$ cat src/rtl/mul_acc.sv
// Pipelined multiply-accumulate: PIPE product stages feeding a saturating
// group accumulator with a single-entry output register and backpressure.
module mul_acc #(
   parameter int A     = 8,
   parameter int B     = 8,
   parameter int ACC_W = 32,
   parameter int PIPE  = 2
) (
   input  logic             i_clk,
   input  logic             i_resetn,
   input  logic             in_valid,
   output logic             in_ready,
   input  logic [A-1:0]     in_a,
   input  logic [B-1:0]     in_b,
   input  logic             in_signed,
   input  logic             in_first,
   input  logic             in_last,
   output logic             out_valid,
   input  logic             out_ready,
   output logic [ACC_W-1:0] out_acc,
   output logic             out_ovf
);

   localparam int PW = A + B;
   localparam int XW = ACC_W - PW;

   // Handshake: a beat moves on any edge where in_valid && in_ready, a result
   // leaves on any edge where out_valid && out_ready. in_ready depends
   // combinationally on out_ready through the stall term.

   logic [PW-1:0] a_wide;
   logic [PW-1:0] b_wide;
   logic [PW-1:0] prod_in;

   // Extending both operands to the full product width lets one unsigned
   // multiply yield the correct low PW bits for either signedness.
   assign a_wide  = {{B{in_signed & in_a[A-1]}}, in_a};
   assign b_wide  = {{A{in_signed & in_b[B-1]}}, in_b};
   assign prod_in = a_wide * b_wide;

   logic [PIPE-1:0] st_valid;
   logic [PIPE-1:0] st_first;
   logic [PIPE-1:0] st_last;
   logic [PIPE-1:0] st_signed;
   logic [PW-1:0]   st_prod [PIPE];

   logic [ACC_W-1:0] acc;
   logic             ovf;
   logic             stall;
   logic             step;
   logic [PW-1:0]    p_top;
   logic [ACC_W-1:0] prod_ext;
   logic [ACC_W-1:0] base;
   logic [ACC_W:0]   sum;
   logic             sat;
   logic [ACC_W-1:0] clamped;
   logic             ovf_next;

   assign p_top    = st_prod[PIPE-1];
   assign stall    = out_valid && !out_ready && st_valid[PIPE-1] && st_last[PIPE-1];
   assign in_ready = !stall;
   assign step     = st_valid[PIPE-1] && !stall;

   always_comb begin
      prod_ext = st_signed[PIPE-1] ? {{XW{p_top[PW-1]}}, p_top} : {{XW{1'b0}}, p_top};
      base     = st_first[PIPE-1] ? '0 : acc;
      sum      = {base[ACC_W-1], base} + {prod_ext[ACC_W-1], prod_ext};
      // The two top bits of the widened sum disagree exactly when it left range.
      sat      = sum[ACC_W] ^ sum[ACC_W-1];
      clamped  = sum[ACC_W-1:0];
      if (sat) begin
         clamped = sum[ACC_W] ? {1'b1, {(ACC_W-1){1'b0}}} : {1'b0, {(ACC_W-1){1'b1}}};
      end
      ovf_next = (!st_first[PIPE-1] && ovf) || sat;
   end

   always_ff @(posedge i_clk or negedge i_resetn) begin
      if (!i_resetn) begin
         st_valid  <= '0;
         st_first  <= '0;
         st_last   <= '0;
         st_signed <= '0;
         for (int i = 0; i < PIPE; i++) begin
            st_prod[i] <= '0;
         end
      end else if (!stall) begin
         st_valid[0]  <= in_valid;
         st_first[0]  <= in_first;
         st_last[0]   <= in_last;
         st_signed[0] <= in_signed;
         st_prod[0]   <= prod_in;
         for (int i = 1; i < PIPE; i++) begin
            st_valid[i]  <= st_valid[i-1];
            st_first[i]  <= st_first[i-1];
            st_last[i]   <= st_last[i-1];
            st_signed[i] <= st_signed[i-1];
            st_prod[i]   <= st_prod[i-1];
         end
      end
   end

   // A closing beat leaves acc/ovf at zero so an unframed follow-on beat starts clean.
   always_ff @(posedge i_clk or negedge i_resetn) begin
      if (!i_resetn) begin
         acc <= '0;
         ovf <= 1'b0;
      end else if (step) begin
         if (st_last[PIPE-1]) begin
            acc <= '0;
            ovf <= 1'b0;
         end else begin
            acc <= clamped;
            ovf <= ovf_next;
         end
      end
   end

   always_ff @(posedge i_clk or negedge i_resetn) begin
      if (!i_resetn) begin
         out_valid <= 1'b0;
         out_acc   <= '0;
         out_ovf   <= 1'b0;
      end else if (step && st_last[PIPE-1]) begin
         out_valid <= 1'b1;
         out_acc   <= clamped;
         out_ovf   <= ovf_next;
      end else if (out_ready) begin
         out_valid <= 1'b0;
      end
   end

endmodule
$ cat config.mk
export PLATFORM = sky130hd
export DESIGN_NAME = mul_acc
export DESIGN_NICKNAME = d
export VERILOG_FILES = /design/src/rtl/mul_acc.sv
export SDC_FILE = /design/constraint.sdc
export NUM_CORES = 1
export LEC_CHECK = 0
export BUFFER_PORTS_ARGS = -buffer_cell sky130_fd_sc_hd__buf_4
export CAP_MARGIN = 10
export CELL_PAD_IN_SITES_DETAIL_PLACEMENT = 0
export CELL_PAD_IN_SITES_GLOBAL_PLACEMENT = 1
export CORE_MARGIN = 5
export CORE_UTILIZATION = 53
export CTS_BUF_LIST = sky130_fd_sc_hd__clkbuf_8
export CTS_CLUSTER_SIZE = 14
export DETAILED_ROUTE_END_ITERATION = 12
export PLACE_DENSITY_LB_ADDON = 0.1
export SLEW_MARGIN = 20
export SYNTH_ARGS = -nofsm -noshare
export SYNTH_HDL_FRONTEND = slang
export SYNTH_SLANG_ARGS = --single-unit
$ cat constraint.sdc
create_clock -name i_clk -period 9.5 [get_ports i_clk]
set_clock_uncertainty 0.15 [all_clocks]
set_input_delay 1.425 -clock i_clk [delete_from_list [all_inputs] [get_ports i_clk]]
set_output_delay 1.425 -clock i_clk [all_outputs]
set_load 0.005 [all_outputs]
After elaboration in Yosys (flattened, before gate mapping)
Index checks and enable logic that the tools add are counted.
- register bits after elaboration: 107
- input port bits: 23
- output and inout port bits: 35
- $add $sub $neg: 1
- multipliers: 1
- muxes and demuxes: 8
- bitwise operators: 3
- reduce and logical (&&, ||, !) cells: 11
- operators by type and width (cell ; number):
    $mux 32 ; 5
    $add 32x32->33 ; 1
    $mul 9x9->16 ; 1
    $logic_and 1x1->1 ; 6
    $logic_not 1->1 ; 3
    $mux 1 ; 3
    $and 1x1->1 ; 2
    $reduce_bool 2->1 ; 1
    $logic_or 1x1->1 ; 1
    $xor 1x1->1 ; 1

Depth between registers and ports, before layout
- depth in word-level cells: 8
- gate-level depth with buffers: 21
- depth with buffers taken out: 20

Worst setup path before layout
OpenSTA, ideal clock, no wires.
- path type: input to register
- start point: input in_b[7]
- end point: register st_prod[30] (netlist bit)
- data arrival time: 6436 ps
- data required time: 9279 ps
- setup slack: 2843 ps
- stages on the path: 19
- buffers on the path: 1
- cells stage by stage: clkbuf_1 nand2_1 or2_2 fa_1 fa_1 inv_1 fa_1 fa_1 inv_1 fa_1 inv_1 ha_1 inv_1 o21ai_0 a21oi_1 o21ai_0 a31oi_1 or4b_2 nand4_1
- cells in the longest elaborated chain, start to end: 2
- ends and longest elaborated chain (item ; line ; text):
    start: declaration ; 14 ; input logic [B-1:0] in_b,
    $and 1x1->1 ; 38 ; assign b_wide = {{A{in_signed & in_b[B-1]}}, in_b};
    $mul 9x9->16 (*) ; 39 ; assign prod_in = a_wide * b_wide;
    end signal: indexed assignment ; 97 ; st_prod[i] <= st_prod[i-1];
    end: declaration ; 45 ; logic [PW-1:0] st_prod [PIPE];
Mark *: on every way between the ends. The rest lies on a longest branch, timed or not.
A chain may end at the register's enable or synchronous reset.

Worst setup path in the final report
Ends and elaborated chain as after synthesis.

==> results.md <==
• 21.28% — GR Util All Layers
• 0 — diode count
• 0 — Synth warnings
• 58 — number of I/O pins
• 0.1571 GHz — fmax
• 16040 um — Post-DP HPWL
• 0 — Post-route DRC
• 9.68 ns — Data required, critical path
• 0 — number of nets with antenna violations after detailed routing
• 8.815 um2 — synthesized area per cell
• 0.11 ns — Reg clk slew, reported paths
• 0.3182 ns — Min Hold Slack
• 4.819 nW — leakage power summed over all cells
• 0 — global route total overflow
• register — nature of the critical path endpoint
• 68 — count of distinct cell types in the synthesized netlist
• input port — type of origin of the critical path
• 9.515% — share of final-layout standard cells stronger than drive strength 1
• in2reg — Crit Path Class
• 140.5 um — Die X-Extent
• 3.135 ns — min setup slack post-route
• 2.745 ns — worst setup slack before clock tree synthesis
• 7009 — vias
• 0 — final count of pins violating max slew
• 0.39 ns — clock latency reported for the late side of the worst-skew pair
• sky130_fd_sc_hd__clkbuf_8 — library cell used as clock root buffer
• no — unrepaired setup endpoints after global routing
• 9 — cts bufs inserted
• 31.85% — Slew headroom
• 29.66% — sequential element share of the synthesized area
• built — clock tree from TritonCTS
• 262.3 nW/um2 — Pwr per Cell Area
• 1176 — syn nets
• 0 — number of synthesized flops with an enable pin
• 5.515 — Vias per Instance
• 6.365 ns — min Tclk post-route
• 6984 — number of global-route vias before repair
• completed — outcome
• 0 — Hold Buf Count CTS
• 0.0001053 V — Max rail drop VDD
• 1198 — number of nets at the end of the flow
• 57 — maximum number of pins on one net before global-route repair
• 54.24% — starting density of the core
• 20560 um — total wire length after detailed routing
• reg2reg — kind of path behind the tightest hold check
• 0 — Setup violations, final
• 9026 um2 — post-synth design cell area
• 6.54 ns — data arrival time of the critical path
• 0 — Final Hold Violating Endpoints
• 0 — initial antenna violation count
• 7.887% — area overhead of the layout relative to synthesis
• 140.5 um — overall die height
• 1024 — Gate Count Post-Synth
• 100.0% — proportion of synthesized flip-flops having asynchronous set or reset
• 442 — Starting DRT DRC Count
• 107 — Num Clock Sinks
• 0 — Post-CTS Setup Bufs
• 4 — Initial DRT Pass Iterations
• 2 — largest buffer count on any clock path
• 0.8906 — last weighted congestion value of the routability-driven placer
• 19740 um2 — die footprint
• 0 — Post-CTS Resized
• 10 — largest fanout on the critical path
• 57 — count of input and output buffers
• 34890 um — global-route wire length before repair
• 0 ns — sum of negative setup slack
• 67.00% — Final Cycle Share
• 16640 um2 — core footprint
• 16.17 um — DR WL/cell
• 0 — max-capacitance violation count
• 107 — number of synthesized register bits
• 47 — FP Rows
• sky130_fd_sc_hd__dfrtp_1 — flip-flop cell with the highest count after synthesis
• 3 — depth of the CTS H-tree
• 1.022 ns — Worst-Margin Slew
[path summary, 6_finish.rpt]
check	start	end	slack, ns	depth (start not counted)
worst max-delay path	in_b[7]	st_prod[30]	3.14	19
worst min-delay path	st_signed[1]	st_signed[1]	0.32	2
worst max register to register	st_first[1]	acc[1]	4.70	11
worst min register to register	st_signed[1]	st_signed[1]	0.32	2
max in group asynchronous	i_resetn	p_top[10]	7.16	2
min in group asynchronous	i_resetn	st_signed[1]	0.90	1
[Yosys cell counts (5+ instances only)]
| cell type | number | area, um2 |
|---|---|---|
| sky130_fd_sc_hd__nand2_1 | 201 | 754.5 |
| sky130_fd_sc_hd__nor3_1 | 10 | 50.05 |
| sky130_fd_sc_hd__a21oi_1 | 50 | 250.2 |
| sky130_fd_sc_hd__a21o_1 | 11 | 82.58 |
| sky130_fd_sc_hd__o311ai_1 | 7 | 61.31 |
| sky130_fd_sc_hd__xor2_1 | 15 | 131.4 |
| sky130_fd_sc_hd__and3_1 | 9 | 56.30 |
| sky130_fd_sc_hd__o211ai_1 | 12 | 90.09 |
| sky130_fd_sc_hd__nand3_1 | 43 | 215.2 |
| sky130_fd_sc_hd__xnor2_1 | 24 | 210.2 |
| sky130_fd_sc_hd__nor2b_1 | 37 | 231.5 |
| sky130_fd_sc_hd__dfrtp_1 | 107 | 2678 |
| sky130_fd_sc_hd__o21ai_0 | 27 | 135.1 |
| sky130_fd_sc_hd__buf_2 | 11 | 55.05 |
| sky130_fd_sc_hd__ha_1 | 65 | 813.3 |
| sky130_fd_sc_hd__nor2_1 | 38 | 142.6 |
| sky130_fd_sc_hd__fa_1 | 64 | 1281 |
| sky130_fd_sc_hd__a31oi_1 | 7 | 43.79 |
| sky130_fd_sc_hd__and2_1 | 29 | 181.4 |
| sky130_fd_sc_hd__a221o_1 | 25 | 250.2 |
| sky130_fd_sc_hd__inv_1 | 102 | 382.9 |
| sky130_fd_sc_hd__nand2b_1 | 11 | 68.82 |
| sky130_fd_sc_hd__o31ai_1 | 5 | 37.54 |
| sky130_fd_sc_hd__a211oi_1 | 8 | 60.06 |
| sky130_fd_sc_hd__clkbuf_1 | 37 | 138.9 |
[logic make-up (layout without fill, tap and decap cells)]
kind of cell	after synthesis	count (layout)	share of synthesized area, %
XOR/XNOR	39	39	3.784
flip-flops	107	107	29.66
adder cells (fa/ha/maj)	129	129	23.20
buffers and inverters	155	182	6.986
AND/OR/NAND/NOR	401	401	21.04
AO/OA/AOI/OAI	193	193	15.32
[sequential cells by signal, indices dropped and copies added, names as in the netlist, 2 cells and up]
| name | count |
|---|---|
| st_first | 2 |
| acc | 32 |
| st_signed | 2 |
| p_top | 16 |
| out_acc | 32 |
| st_last | 2 |
| st_prod | 16 |
| st_valid | 2 |
[cells in the final DEF, fill, tap and decap left out, drive strengths merged, types with 12 or more instances in the layout]
master	Yosys	routed
a21oi	51	51
a221o	25	25
and2	29	29
buf	15	64
dfrtp	107	107
fa	64	64
ha	65	65
inv	102	105
nand2	201	201
nand3	44	44
nor2	39	39
nor2b	37	37
nor3	12	12
o211ai	13	13
o21ai	32	32
xnor2	24	24
xor2	15	15
[power by group]
part	internal (mW)	switching [mW]
Sequential	0.643	0.0993
Combinational	0.677	0.852
Clock	0.105	0.179
Total	1.42	1.13
[through the flow]
stage	cells	power (mW)	util, %	cell area, um2
after global placement	1255	2.265	57.29	9534
final	1271	2.555	58.51	9738
after CTS	1271	2.578	58.51	9738
after global routing	1271	2.822	58.51	9738
after detailed placement	1255	2.284	57.29	9534
after floorplan	1024	1.867	-	9026
[critical path, stage by stage]
cell                      delay, ns
sky130_fd_sc_hd__buf_4         0.14
sky130_fd_sc_hd__nand2_1       0.19
sky130_fd_sc_hd__or2_2         0.34
sky130_fd_sc_hd__fa_1          0.51
sky130_fd_sc_hd__fa_1          0.54
sky130_fd_sc_hd__inv_1         0.05
sky130_fd_sc_hd__fa_1          0.50
sky130_fd_sc_hd__fa_1          0.54
sky130_fd_sc_hd__inv_1         0.05
sky130_fd_sc_hd__fa_1          0.49
sky130_fd_sc_hd__inv_1         0.04
sky130_fd_sc_hd__ha_1          0.28
sky130_fd_sc_hd__inv_1         0.05
sky130_fd_sc_hd__o21ai_0       0.15
sky130_fd_sc_hd__a21oi_1       0.11
sky130_fd_sc_hd__o21ai_0       0.25
sky130_fd_sc_hd__a31oi_1       0.15
sky130_fd_sc_hd__or4b_2        0.62
sky130_fd_sc_hd__nand4_1       0.10
[per-layer routing]
layer | part of all wire [%] | track usage [%] | vias to the layer above | routed length, um
li1 | - | - | 3478 | -
met1 | 47 | 29.21 | 3367 | 9628
met2 | 48 | 36.29 | 139 | 9889
met3 | 3.4 | 1.977 | 25 | 689
met4 | 1.7 | 5.660 | 0 | 348
met5 | 0 | 0 | - | 0
[layout make-up]
class	count	area [um2]
fill	1599	6904
multi-input combinational	762	5718
sequential	107	2678
timing repair buffer	64	480.5
inverter	102	382.9
tap	220	275.3
clock buffer	9	123.9
clock inverter	7	80.08
Power figures use the tool's default switching activity.
